`src/rtl/ibex_rf_bist.sv`:
```
// ibex_rf_bist: self-test engine for the flip-flop register file (write/read-back/compare).
// Define RF_BIST_INV_PHASE_EN to add the second pass with the inverted pattern (WR1/RD1).
module ibex_rf_bist #(
    parameter int unsigned          NumWords    = 32,
    parameter int unsigned          DataWidth   = 32,
    parameter logic [31:0]          PatSeed     = 32'hA5A5_A5A5,
    parameter logic [DataWidth-1:0] WordZeroVal = '0
) (
    input  logic                 clk_i,
    input  logic                 rst_ni,
    input  logic                 start_i,
    output logic                 busy_o,
    output logic                 done_o,
    output logic                 pass_o,
    output logic [4:0]           fail_addr_o,
    output logic                 fail_phase_o,
    output logic [4:0]           waddr_o,
    output logic [DataWidth-1:0] wdata_o,
    output logic                 we_o,
    output logic [4:0]           raddr_a_o,
    output logic [4:0]           raddr_b_o,
    input  logic [DataWidth-1:0] rdata_a_i,
    input  logic [DataWidth-1:0] rdata_b_i
);

    typedef enum logic [2:0] {
        S_IDLE,
        S_WR0,
        S_RD0,
`ifdef RF_BIST_INV_PHASE_EN
        S_WR1,
        S_RD1,
`endif
        S_DONE
    } state_e;

    localparam logic [4:0] LastWr = 5'(NumWords - 2);
    localparam logic [4:0] LastRd = 5'(NumWords / 2 - 1);

    state_e         r_state;
    logic [4:0]     r_cnt;
    logic           r_busy;
    logic           r_done;
    logic           r_pass;
    logic [4:0]     r_fail_addr;
`ifdef RF_BIST_INV_PHASE_EN
    logic           r_fail_phase;
`endif

    logic                 w_wr;
    logic                 w_rd;
    logic                 w_ph;
    logic [4:0]           w_waddr;
    logic [4:0]           w_raddr_a;
    logic [4:0]           w_raddr_b;
    logic [DataWidth-1:0] w_exp_a;
    logic [DataWidth-1:0] w_exp_b;
    logic                 w_miss_a;
    logic                 w_miss_b;

    function automatic logic [DataWidth-1:0] pat(input logic [4:0] a, input logic ph);
        return DataWidth'(PatSeed) ^ DataWidth'(a) ^ {DataWidth{ph}};
    endfunction

    always_comb begin
        w_wr = 1'b0;
        w_rd = 1'b0;
        w_ph = 1'b0;
        case (r_state)
            S_WR0: w_wr = 1'b1;
            S_RD0: w_rd = 1'b1;
`ifdef RF_BIST_INV_PHASE_EN
            S_WR1: begin
                w_wr = 1'b1;
                w_ph = 1'b1;
            end
            S_RD1: begin
                w_rd = 1'b1;
                w_ph = 1'b1;
            end
`endif
            default: ;
        endcase
    end

    // Counter runs from 0; register 0 is skipped by offsetting the write address.
    assign w_waddr   = r_cnt + 5'd1;
    assign w_raddr_a = {r_cnt[3:0], 1'b0};
    assign w_raddr_b = {r_cnt[3:0], 1'b1};

    assign w_exp_a  = (w_raddr_a == 5'd0) ? WordZeroVal : pat(w_raddr_a, w_ph);
    assign w_exp_b  = pat(w_raddr_b, w_ph);
    assign w_miss_a = w_rd && (rdata_a_i != w_exp_a);
    assign w_miss_b = w_rd && (rdata_b_i != w_exp_b);

    assign we_o      = w_wr;
    assign waddr_o   = w_wr ? w_waddr : '0;
    assign wdata_o   = w_wr ? pat(w_waddr, w_ph) : '0;
    assign raddr_a_o = w_rd ? w_raddr_a : '0;
    assign raddr_b_o = w_rd ? w_raddr_b : '0;

    assign busy_o       = r_busy;
    assign done_o       = r_done;
    assign pass_o       = r_pass;
    assign fail_addr_o  = r_fail_addr;
`ifdef RF_BIST_INV_PHASE_EN
    assign fail_phase_o = r_fail_phase;
`else
    assign fail_phase_o = 1'b0;
`endif

    always_ff @(posedge clk_i or negedge rst_ni) begin
        if (!rst_ni) begin
            r_state     <= S_IDLE;
            r_cnt       <= '0;
            r_busy      <= 1'b0;
            r_done      <= 1'b0;
            r_pass      <= 1'b0;
            r_fail_addr <= '0;
`ifdef RF_BIST_INV_PHASE_EN
            r_fail_phase <= 1'b0;
`endif
        end else begin
            case (r_state)
                S_IDLE, S_DONE: begin
                    if (start_i) begin
                        r_state     <= S_WR0;
                        r_cnt       <= '0;
                        r_busy      <= 1'b1;
                        r_done      <= 1'b0;
                        r_pass      <= 1'b0;
                        r_fail_addr <= '0;
`ifdef RF_BIST_INV_PHASE_EN
                        r_fail_phase <= 1'b0;
`endif
                    end
                end
                S_WR0: begin
                    if (r_cnt == LastWr) begin
                        r_cnt   <= '0;
                        r_state <= S_RD0;
                    end else begin
                        r_cnt <= r_cnt + 5'd1;
                    end
                end
`ifdef RF_BIST_INV_PHASE_EN
                S_WR1: begin
                    if (r_cnt == LastWr) begin
                        r_cnt   <= '0;
                        r_state <= S_RD1;
                    end else begin
                        r_cnt <= r_cnt + 5'd1;
                    end
                end
                S_RD0, S_RD1: begin
`else
                S_RD0: begin
`endif
                    if (w_miss_a || w_miss_b) begin
                        r_state     <= S_DONE;
                        r_busy      <= 1'b0;
                        r_done      <= 1'b1;
                        r_fail_addr <= w_miss_a ? w_raddr_a : w_raddr_b;
`ifdef RF_BIST_INV_PHASE_EN
                        r_fail_phase <= w_ph;
`endif
                    end else if (r_cnt == LastRd) begin
                        r_cnt <= '0;
`ifdef RF_BIST_INV_PHASE_EN
                        if (!w_ph) begin
                            r_state <= S_WR1;
                        end else begin
                            r_state <= S_DONE;
                            r_busy  <= 1'b0;
                            r_done  <= 1'b1;
                            r_pass  <= 1'b1;
                        end
`else
                        r_state <= S_DONE;
                        r_busy  <= 1'b0;
                        r_done  <= 1'b1;
                        r_pass  <= 1'b1;
`endif
                    end else begin
                        r_cnt <= r_cnt + 5'd1;
                    end
                end
                default: r_state <= S_IDLE;
            endcase
        end
    end

endmodule

```
`config.mk`:
```
export PLATFORM = sky130hd
export DESIGN_NAME = ibex_rf_bist
export DESIGN_NICKNAME = d
export VERILOG_FILES = /design/src/rtl/ibex_rf_bist.sv
export SDC_FILE = /design/constraint.sdc
export NUM_CORES = 1
export LEC_CHECK = 0
export ABC_AREA = 1
export BUFFER_PORTS_ARGS = -buffer_cell sky130_fd_sc_hd__clkbuf_2
export CAP_MARGIN = 20
export CORE_ASPECT_RATIO = 0.5
export CORE_MARGIN = 5
export CORE_UTILIZATION = 23
export DETAILED_ROUTE_END_ITERATION = 6
export PLACE_DENSITY = 0.48
export SETUP_SLACK_MARGIN = 0.15
export SYNTH_ARGS = -nofsm -noshare
export SYNTH_HDL_FRONTEND = slang
export SYNTH_SLANG_ARGS = --single-unit
```
`constraint.sdc`:
```
create_clock -name clk_i -period 2.1 [get_ports clk_i]
set_clock_uncertainty 0.05 [all_clocks]
set_input_delay 0.105 -clock clk_i [delete_from_list [all_inputs] [get_ports clk_i]]
set_output_delay 0.105 -clock clk_i [all_outputs]
set_load 0.1 [all_outputs]
```
==> results.py, run 1 <==
metrics = {
    "route": {
        "drcViolationCount": 0,
        "dr.pass1.iters": 4,
        "drt-wirelength-per-cell_um": 11.1,
        "drtAntennaViolNets": 0,
        "dr_total_vias": 2219,
        "first_iter_violations": 80,
        "via_per_inst": 3.99,
        "routed_wl_um": 6140,
    },
    "cts": {
        "cts_inserted_buffers": 3,
        "clk_latency_ps": 240,
        "cts.sinks": 15,
        "clkTransAtPathRegs_ps": 50,
        "cts_max_level": 1,
        "tritoncts": "done",
        "cts_root_buffer": "clkbuf_16",
        "cts_buffer_depth": 2,
    },
    "floorplan": {
        "initial_utilization_pct": 23.4,
        "die_x_um": 142,
        "io_pins": 124,
        "dieArea_mm2": 0.0109,
        "rows": 24,
        "die_y_um": 76.2,
        "core-area_mm2": 0.00862,
    },
    "timing": {
        "whs_ps": 268,
        "timing.final.crit_share_pct": 90.9,
        "finalHoldViolCount": 0,
        "slew_headroom_pct": 63.0,
        "worst_pin_slew_ps": 558,
        "fin_ws_ps": 192,
        "slew_viol_final": 0,
        "max_freq_mhz": 524,
        "finalCriticalPeriod_ps": 1910,
        "setup_viol": 0,
        "setup-tns-final_ps": 0,
        "rsz0062_at_grt": "yes",
    },
    "yosys": {
        "muxShareOfSynthArea_pct": 0,
        "synth_commonest_cells": "nand2_1, inv_1, nor2_1, buf_4, nand3_1",
        "ys_types": 33,
        "yosysMostFrequentCell": "nand2_1",
        "synth_edf_count": 0,
        "synth_seq_area_share_pct": 18.6,
        "synth_area_leaders": "dfrtp_1, nand2_1, buf_4",
        "ys.flop_type": "dfrtp_1",
        "synth_top_family_by_area": "simple AND/OR/NAND/NOR gates",
        "yosys_warnings": 0,
        "syn_inst": 334,
        "syn_avg_cell_area_um2": 6.04,
        "synth-seq-cells": 15,
        "synthAdderAreaFrac_pct": 4.96,
        "mappedNetlistArea_mm2": 0.00202,
        "synth_xor_area_share_pct": 1.74,
        "yosysTopAreaCell": "dfrtp_1",
        "async_flop_share_pct": 100,
        "yosysTopAreaCellShare_pct": 18.6,
        "synth_simple_gate_area_share_pct": 44.7,
        "synth-compound-area-share_pct": 3.97,
    },
    "setup_path": {
        "cpMostUsedCell": "nand2_1",
        "required_ps": 2230,
        "cp_max_fo": 5,
        "cp_slowest_cell": "dfrtp_1",
        "crit_chain": "inv_2 -> ha_4 -> nand2_4 -> nor2_4 -> nand2_1 -> nand2_1 -> and2_1 -> nand3_2 -> nor2_4 -> nand3_4 -> nand2_4 -> nand2_1 -> nand2_1",
        "cp.arrival_ps": 2040,
        "crit_path_start_kind": "flip-flop",
        "end_kind": "flip-flop",
        "crit_type": "reg2reg",
        "slowest_delay_ps": 390,
    },
    "cells_and_area": {
        "final_core_util_pct": 35.6,
        "diodes": 0,
        "layout.cells.non_filler": 556,
        "drive_above_1_share_pct": 40.5,
        "syn2layout_area_growth_pct": 52.1,
        "nets": 515,
    },
    "outcome": {
        "outcome": "finished, final reports clean",
    },
    "power": {
        "power.density_mw_per_mm2": 1530,
        "irDropWorstVdd_mv": 1.60,
        "p_leak_nw": 1.61,
    },
    "global_route": {
        "grt_pass1_wl_um": 9860,
        "grt_overflow": 0,
        "grt_pass1_vias": 2069,
        "grt_max_degree": 20,
        "antenna_found_initial": 0,
        "grtUsageTotal_pct": 10.9,
    },
    "placed_design": {
        "place.gp.congestion": 0.747,
        "hpwl_um": 5120,
        "dp_slack_ps": 94.8,
        "io_buffers": 108,
        "placed_cells": 540,
    },
    "run": {
        "maxCapViolCount": 0,
    },
    "min_path": {
        "hp-class": "in2async",
    },
}
[path summary, 6_finish.rpt]
check | startpoint | endpoint | slack [ps] | cells after the start
setup / recovery | r_cnt[1]$_DFFE_PN0P_ | fail_addr_o[2]$_DFFE_PN0P_ | 190 | 13
hold / removal | rst_ni | fail_addr_o[4]$_DFFE_PN0P_ | 270 | 2
setup reg to reg | r_cnt[1]$_DFFE_PN0P_ | fail_addr_o[2]$_DFFE_PN0P_ | 190 | 13
hold reg to reg | pass_o$_DFFE_PN0P_ | pass_o$_DFFE_PN0P_ | 420 | 2
max in group asynchronous | rst_ni | r_cnt[3]$_DFFE_PN0P_ | 1430 | 2
min in group clk_i | start_i | pass_o$_DFFE_PN0P_ | 310 | 5
[timing repair]
| item | CTS | global route |
|---|---|---|
| hold buffers | 1 | 0 |
| resized for setup | 8 | 24 |
| buffers inserted | 3 | 8 |
| pin swaps | 4 | 20 |
| endpoints found under the setup margin | 18 | 19 |
| endpoints found under the hold margin | 15 | 0 |
[logic make-up after synthesis]
logic type	after synthesis
AO/OA/AOI/OAI	13
XOR/XNOR	4
adder cells (fa/ha/maj)	8
buffers and inverters	97
flip-flops	15
other	1
AND/OR/NAND/NOR	196
[layout make-up]
class,instances,area [um2]
Inverter,57,235
Tap cell,117,146
Multi-Input combinational cell,236,1330
Sequential cell,15,378
Timing Repair Buffer,127,906
Clock buffer,4,78.8
Fill cell,920,5550
[where the power goes]
part | internal, W | switching (W)
Sequential | 0.000365 | 0.0000562
Combinational | 0.000824 | 0.00309
Clock | 0.000257 | 0.000115
Total | 0.00145 | 0.00326
[worst max-delay path: cells and delay by family, from the launching register on]
family / cells / cell delay, ps
flops: 1 / 390
simple gates: 11 / 1120
buf+inv: 1 / 90
fa+ha+maj: 1 / 190
[routing by layer]
layer	part of all wire [%]	GRT usage (%)	up-vias
li1	-	-	1187
met3	4.5	1.44	2
met5	0	0	-
met2	47	18.1	46
met4	0.55	2.09	0
met1	48	15.2	984
[placed cells by master (no fill, tap or decap), drive strengths merged]
cell / count
nand2: 99
clkbuf: 95
inv: 52
nor2: 49
buf: 35
nand3: 25
conb: 15
dfrtp: 15
nor3: 11
o21ai: 8
ha: 8
nand4: 7
clkinvlp: 5
a21oi: 2
xnor2: 2
nor4: 2
xor2: 2
o21bai: 1
and2: 1
nor3b: 1
o211ai: 1
nand3b: 1
a22oi: 1
dlygate4sd3: 1
[sequential cells by signal (all words and copies together) (netlist names)]
| name | cells |
|---|---|
| fail_addr_o | 5 |
| r_cnt | 5 |
| r_state | 2 |
| busy_o | 1 |
| done_o | 1 |
| pass_o | 1 |
[stage by stage]
step	total power, W	area, um2
after floorplan	0.00370	2150
after global placement	0.00411	2760
after detailed placement	0.00410	2760
after CTS	0.00456	2900
after global routing	0.00497	3070
final	0.00470	3070
Power figures use the tool's default switching activity.
==> run 2: changes to the inputs <==
--- a/config.mk
+++ b/config.mk
@@ -5,14 +5,14 @@
 export SDC_FILE = /design/constraint.sdc
 export NUM_CORES = 1
 export LEC_CHECK = 0
-export ABC_AREA = 1
+export ABC_AREA = 0
 export BUFFER_PORTS_ARGS = -buffer_cell sky130_fd_sc_hd__clkbuf_2
 export CAP_MARGIN = 20
 export CORE_ASPECT_RATIO = 0.5
 export CORE_MARGIN = 5
 export CORE_UTILIZATION = 23
 export DETAILED_ROUTE_END_ITERATION = 6
-export PLACE_DENSITY = 0.48
+export PLACE_DENSITY = 0.51
 export SETUP_SLACK_MARGIN = 0.15
 export SYNTH_ARGS = -nofsm -noshare
 export SYNTH_HDL_FRONTEND = slang
==> constraint.sdc (replaced) <==
create_clock -name clk_i -period 2.42 [get_ports clk_i]
set_clock_uncertainty 0.05 [all_clocks]
set_input_delay 0.121 -clock clk_i [delete_from_list [all_inputs] [get_ports clk_i]]
set_output_delay 0.121 -clock clk_i [all_outputs]
set_load 0.1 [all_outputs]
==> run 2 against run 1 <==
Against the previous run:
- first-iteration DRC count down 74%
- synthesized cell count down 39%
- global-route usage down 0.45 points
- largest cell class unchanged
- final cell count down 27%
- via count down 21%
==> results.py, run 2 <==
metrics = {
    "setup_path": {
        "ff2ff_path_depth": 8,
        "required_ps": 2540,
        "cp.arrival_ps": 2530,
        "r2r_slack_ps": 7,
        "end_kind": "flip-flop",
        "critPathLaunch": "r_cnt[0]$_DFFE_PN0P_",
        "r2r-end": "r_cnt[1]$_DFFE_PN0P_",
        "cp_max_fo": 6,
        "crit_path_start_kind": "flip-flop",
        "crit_type": "reg2reg",
        "timing.rr.start": "r_cnt[0]$_DFFE_PN0P_",
    },
    "yosys": {
        "async_flop_share_pct": 100,
        "synth-seq-cells": 15,
        "yosys_warnings": 0,
        "synth_edf_count": 0,
        "synth_seq_area_share_pct": 22.3,
        "syn_inst": 204,
        "syn_avg_cell_area_um2": 8.27,
        "ys_types": 49,
        "yosysTopAreaCell": "dfrtp_1",
        "synth_area_leaders": "dfrtp_1, buf_4, ha_1",
        "mappedNetlistArea_mm2": 0.00169,
        "yosysMostFrequentCell": "buf_4",
        "yosysTopAreaCellShare_pct": 22.3,
        "synth_commonest_cells": "buf_4, inv_1, nand2_1, dfrtp_1",
        "ys.flop_type": "dfrtp_1",
    },
    "floorplan": {
        "die_x_um": 131,
        "core-area_mm2": 0.00724,
        "io_pins": 124,
        "dieArea_mm2": 0.00925,
        "die_y_um": 70.6,
        "rows": 22,
        "initial_utilization_pct": 23.3,
    },
    "cells_and_area": {
        "nets": 388,
        "diodes": 0,
        "multi_input_area_mm2": 0.00115,
        "layout_common_cells": "clkbuf_2, buf_4, nand2_1",
        "seqCellArea_um2": 378,
        "final_common_cell": "clkbuf_2",
        "syn2layout_area_growth_pct": 53.3,
        "fillers": 742,
        "drive_above_1_share_pct": 55.8,
    },
    "placed_design": {
        "io_buffers": 108,
        "hpwl_um": 4370,
        "place.gp.congestion": 0.827,
    },
    "cts": {
        "cts_inserted_buffers": 3,
        "clkTransAtPathRegs_ps": 50,
        "cts_buffer_depth": 2,
        "clk_latency_ps": 240,
        "cts.sinks": 15,
        "tritoncts": "done",
        "cts_max_level": 1,
        "cts_root_buffer": "clkbuf_16",
    },
    "global_route": {
        "grtUsageMet2_pct": 19.9,
        "grt_max_degree": 24,
        "antenna_found_initial": 0,
        "met3_usage_pct": 0.994,
        "grt_pass1_wl_um": 8400,
        "use_met1_pct": 12.8,
        "grt_pass1_vias": 1857,
        "top_usage_layer": "met2",
        "grtUsageTotal_pct": 10.5,
        "grt_overflow": 0,
    },
    "route": {
        "via_per_inst": 4.31,
        "first_iter_violations": 21,
        "dr.pass1.iters": 4,
        "dr_total_vias": 1758,
        "drcViolationCount": 0,
        "drt-wirelength-per-cell_um": 12.6,
        "routed_wl_um": 5130,
        "drtAntennaViolNets": 0,
    },
    "timing": {
        "slew_headroom_pct": 63.3,
        "max_freq_mhz": 414,
        "timing.final.crit_share_pct": 99.7,
        "whs_ps": 223,
        "finalHoldViolCount": 0,
        "finalCriticalPeriod_ps": 2410,
        "setup_viol": 0,
        "rsz0062_at_grt": "yes",
        "setup-tns-final_ps": 0,
        "slew_viol_final": 0,
        "worst_pin_slew_ps": 553,
    },
    "min_path": {
        "holdPathEnd": "done_o$_DFFE_PN0P_",
        "hp-class": "in2reg",
        "hold_depth": 4,
        "hp-start": "start_i",
    },
    "power": {
        "irDropWorstVdd_mv": 1.23,
        "power.density_mw_per_mm2": 1410,
        "p_leak_nw": 1.27,
        "totalPowerFinal_w": 0.00365,
    },
    "run": {
        "maxCapViolCount": 0,
    },
    "outcome": {
        "outcome": "finished, final reports clean",
    },
}
-- run 2: cell count changes after synthesis, sizes merged, moves of 6 or more --
cell,delta
a21oi,+6
and2,+7
inv,-41
nand2,-83
nand3,-17
nor2,-48
nor3,-6
o22ai,+8
-- run 2: cell families (layout without fill, tap and decap cells) --
family,Yosys count,in the layout,share of synthesized area (%)
simple gates,70,70,26.9
buf+inv,60,154,22.2
compound gates,39,39,16.5
flops,15,15,22.3
fa+ha+maj,8,8,5.93
xor+xnor,7,7,3.64
mux,4,4,2.37
other cells,1,15,0.222
-- run 2: power by group --
part	switching [W]	total (W)	internal, W	leakage [nW]
clock	0.000104	0.000325	0.000221	0.0409
sequential	0.0000428	0.000353	0.000310	0.195
combinational	0.00237	0.00297	0.000601	1.04
-- run 2: what timing repair did --
action,4_1_cts,5_1_grt
pin swaps,9,6
resized for setup,16,13
setup buffers,1,5
endpoints found under the setup margin,14,21
hold buffers,1,0
hold endpoints to repair,15,0
-- run 2: worst max path at each step --
stage / cells after the start / endpoint
final: 8 / r_cnt[1]$_DFFE_PN0P_
after CTS: 8 / r_cnt[1]$_DFFE_PN0P_
after global routing: 8 / r_cnt[1]$_DFFE_PN0P_
after global placement: 8 / r_cnt[0]$_DFFE_PN0P_
after floorplan: 9 / r_cnt[4]$_DFFE_PN0P_
after detailed placement: 8 / r_cnt[1]$_DFFE_PN0P_
-- run 2: area by class of cell --
cell class / count / area share (%)
Clock inverter: 1 / 0.194
Multi-Input combinational cell: 143 / 44.7
Clock buffer: 3 / 2.90
Sequential cell: 15 / 14.6
Tap cell: 96 / 4.65
Timing Repair Buffer: 134 / 30.6
Inverter: 16 / 2.32
-- run 2: critical path, stage by stage (launching register included) --
cell	delay, ps
dfrtp_2	430
inv_2	90
ha_4	130
or3b_4	420
nor4_4	180
o2bb2ai_2	90
or4_4	550
a21oi_4	190
mux2i_1	200
-- run 2: through the flow --
stage,setup slack (ps),utilization (%),area (um2),cells
3_3_place_gp,-57.5,31.9,2310,397
6_report,6.54,35.7,2580,408
3_5_place_dp,-137,31.9,2310,397
4_1_cts,-5.93,34.4,2490,403
2_1_floorplan,-11.6,-,1800,218
5_1_grt,-95.9,35.7,2580,408
-- run 2: layer usage --
| metal | share of wire, % | vias to the layer above |
|---|---|---|
| met5 | 0 | - |
| met4 | 0.66 | 0 |
| met2 | 52 | 48 |
| met3 | 4.0 | 4 |
| met1 | 44 | 817 |
| li1 | - | 889 |
==> run 3: changes to the inputs <==
--- a/config.mk
+++ b/config.mk
@@ -8,11 +8,10 @@
 export ABC_AREA = 0
 export BUFFER_PORTS_ARGS = -buffer_cell sky130_fd_sc_hd__clkbuf_2
 export CAP_MARGIN = 20
-export CORE_ASPECT_RATIO = 0.5
+export CORE_ASPECT_RATIO = 0.75
 export CORE_MARGIN = 5
 export CORE_UTILIZATION = 23
 export DETAILED_ROUTE_END_ITERATION = 6
-export PLACE_DENSITY = 0.51
 export SETUP_SLACK_MARGIN = 0.15
 export SYNTH_ARGS = -nofsm -noshare
 export SYNTH_HDL_FRONTEND = slang
==> run 3 against run 2 <==
Against the previous run:
- final area decreased by 3.9%
- sequential share of layout area up 0.55 points
- global-route usage rose by 0.37 points
- final cell count increased by 0.49%
- count of clock-buffer cells in the layout is 1 higher
- highest routed layer unchanged
==> results.py, run 3 (synthesized netlist as in run 2, its figures left out) <==
metrics = {
    "outcome": {
        "outcome": "finished, final reports clean",
    },
    "global_route": {
        "antenna_found_initial": 0,
        "grt_overflow": 0,
        "grtUsageTotal_pct": 10.8,
        "grt_max_degree": 24,
        "grt_pass1_wl_um": 8170,
        "grt_pass1_vias": 1772,
    },
    "timing": {
        "finalCriticalPeriod_ps": 2400,
        "setup_viol": 0,
        "worst_pin_slew_ps": 545,
        "slew_headroom_pct": 63.8,
        "slew_viol_final": 0,
        "fin_ws_ps": 15.5,
        "timing.final.crit_share_pct": 99.4,
        "finalHoldViolCount": 0,
        "rsz0062_at_grt": "yes",
        "max_freq_mhz": 416,
    },
    "route": {
        "routed_wl_um": 5190,
        "drtAntennaViolNets": 0,
        "first_iter_violations": 39,
        "drcViolationCount": 0,
        "drt-wirelength-per-cell_um": 12.7,
        "dr_total_vias": 1774,
        "dr.pass1.iters": 4,
        "via_per_inst": 4.33,
    },
    "cts": {
        "clkTransAtPathRegs_ps": 60,
        "cts.sinks": 15,
        "cts_root_buffer": "clkbuf_8",
        "tritoncts": "done",
        "clk_latency_ps": 250,
        "cts_buffer_depth": 2,
        "cts_inserted_buffers": 3,
        "cts_max_level": 1,
    },
    "floorplan": {
        "die_x_um": 109,
        "die_y_um": 84.2,
        "dieArea_mm2": 0.00916,
        "io_pins": 124,
        "rows": 27,
        "core-area_mm2": 0.00723,
        "initial_utilization_pct": 23.3,
    },
    "cells_and_area": {
        "seqCellArea_um2": 377,
        "layout_common_cells": "clkbuf_2, buf_4, nand2_1",
        "final_core_util_pct": 34.4,
        "syn2layout_area_growth_pct": 47.3,
        "fillers": 781,
        "nets": 385,
        "multi_input_area_mm2": 0.00113,
        "final_common_cell": "clkbuf_2",
        "drive_above_1_share_pct": 54.7,
        "diodes": 0,
    },
    "power": {
        "p_leak_nw": 1.23,
        "irDropWorstVdd_mv": 1.55,
        "power.density_mw_per_mm2": 1400,
    },
    "setup_path": {
        "end_kind": "flip-flop",
        "cp_max_fo": 6,
        "required_ps": 2540,
        "ff2ff_path_depth": 8,
        "timing.rr.start": "r_cnt[0]$_DFFE_PN0P_",
        "crit_path_start_kind": "flip-flop",
        "cp.arrival_ps": 2520,
        "r2r_slack_ps": 20,
        "crit_type": "reg2reg",
        "r2r-end": "r_cnt[3]$_DFFE_PN0P_",
    },
    "min_path": {
        "hold_depth": 4,
        "hp-start": "start_i",
        "hp-class": "in2reg",
        "holdPathEnd": "done_o$_DFFE_PN0P_",
    },
    "placed_design": {
        "place.gp.congestion": 0.812,
        "io_buffers": 108,
        "dp_slack_ps": -111,
        "hpwl_um": 4460,
    },
    "run": {
        "maxCapViolCount": 0,
    },
}
run 3: cell count changes in the layout (fill, tap and decap cells not counted), sizes merged:
| cell | delta |
|---|---|
| clkbuf | +8 |
| clkinv | -1 |
| buf | -10 |
run 3: worst max-delay path: stages, from the launching register on:
cell,delay (ps)
dfrtp_2,430
inv_2,90
ha_4,120
or3b_4,410
nor4_4,180
o2bb2ai_2,100
or4_4,550
a21o_1,240
o22ai_1,160
run 3: routing by layer:
layer | part of all wire [%] | track usage, % | vias to the layer above
met5 | 0 | 0 | -
met4 | 0.77 | 1.61 | 0
met3 | 8.3 | 3.15 | 4
met2 | 46 | 17.4 | 79
met1 | 45 | 14.7 | 810
li1 | - | - | 881
run 3: final cells by class:
type / count / area share, %
repair buffers: 131 / 30.1
multi-input cells: 143 / 45.4
inverters: 16 / 2.42
flip-flops and latches: 15 / 15.2
clock buffers: 4 / 1.81
well taps: 101 / 5.09
run 3: timing repair:
item / CTS / global route
pin swaps: 0 / 3
resized for setup: 8 / 16
endpoints found under the setup margin: 17 / 25
hold buffers: 1 / 0
endpoints found under the hold margin: 15 / 0
setup buffers: 2 / 0
run 3: how the worst max path moves through the flow:
stage,from,to
global placement,r_cnt[0]$_DFFE_PN0P_,r_cnt[2]$_DFFE_PN0P_
global route,r_cnt[0]$_DFFE_PN0P_,r_cnt[0]$_DFFE_PN0P_
CTS,r_cnt[0]$_DFFE_PN0P_,r_cnt[3]$_DFFE_PN0P_
detailed placement,r_cnt[0]$_DFFE_PN0P_,r_cnt[3]$_DFFE_PN0P_
finish,r_cnt[0]$_DFFE_PN0P_,r_cnt[3]$_DFFE_PN0P_
floorplan,r_cnt[0]$_DFFE_PN0P_,r_cnt[4]$_DFFE_PN0P_
run 3: power breakdown:
part           leakage [nW]  switching, W  internal (W)  total (W)
Sequential            0.196     0.0000393      0.000310   0.000349
Clock                0.0228     0.0000850      0.000116   0.000201
Combinational          1.01       0.00236      0.000570    0.00293
run 3: stage by stage:
stage / instances / setup TNS, ps / instance area (um2) / power [W] / hold WS [ps]
after detailed placement: 403 / -458 / 2310 / 0.00320 / 12.9
after global placement: 403 / -317 / 2310 / 0.00320 / 9.84
final: 410 / 0 / 2480 / 0.00348 / 220
after global routing: 410 / -381 / 2480 / 0.00363 / 239
after CTS: 410 / 0 / 2400 / 0.00344 / 218
after floorplan: 218 / -11.6 / 1800 / 0.00296 / -225
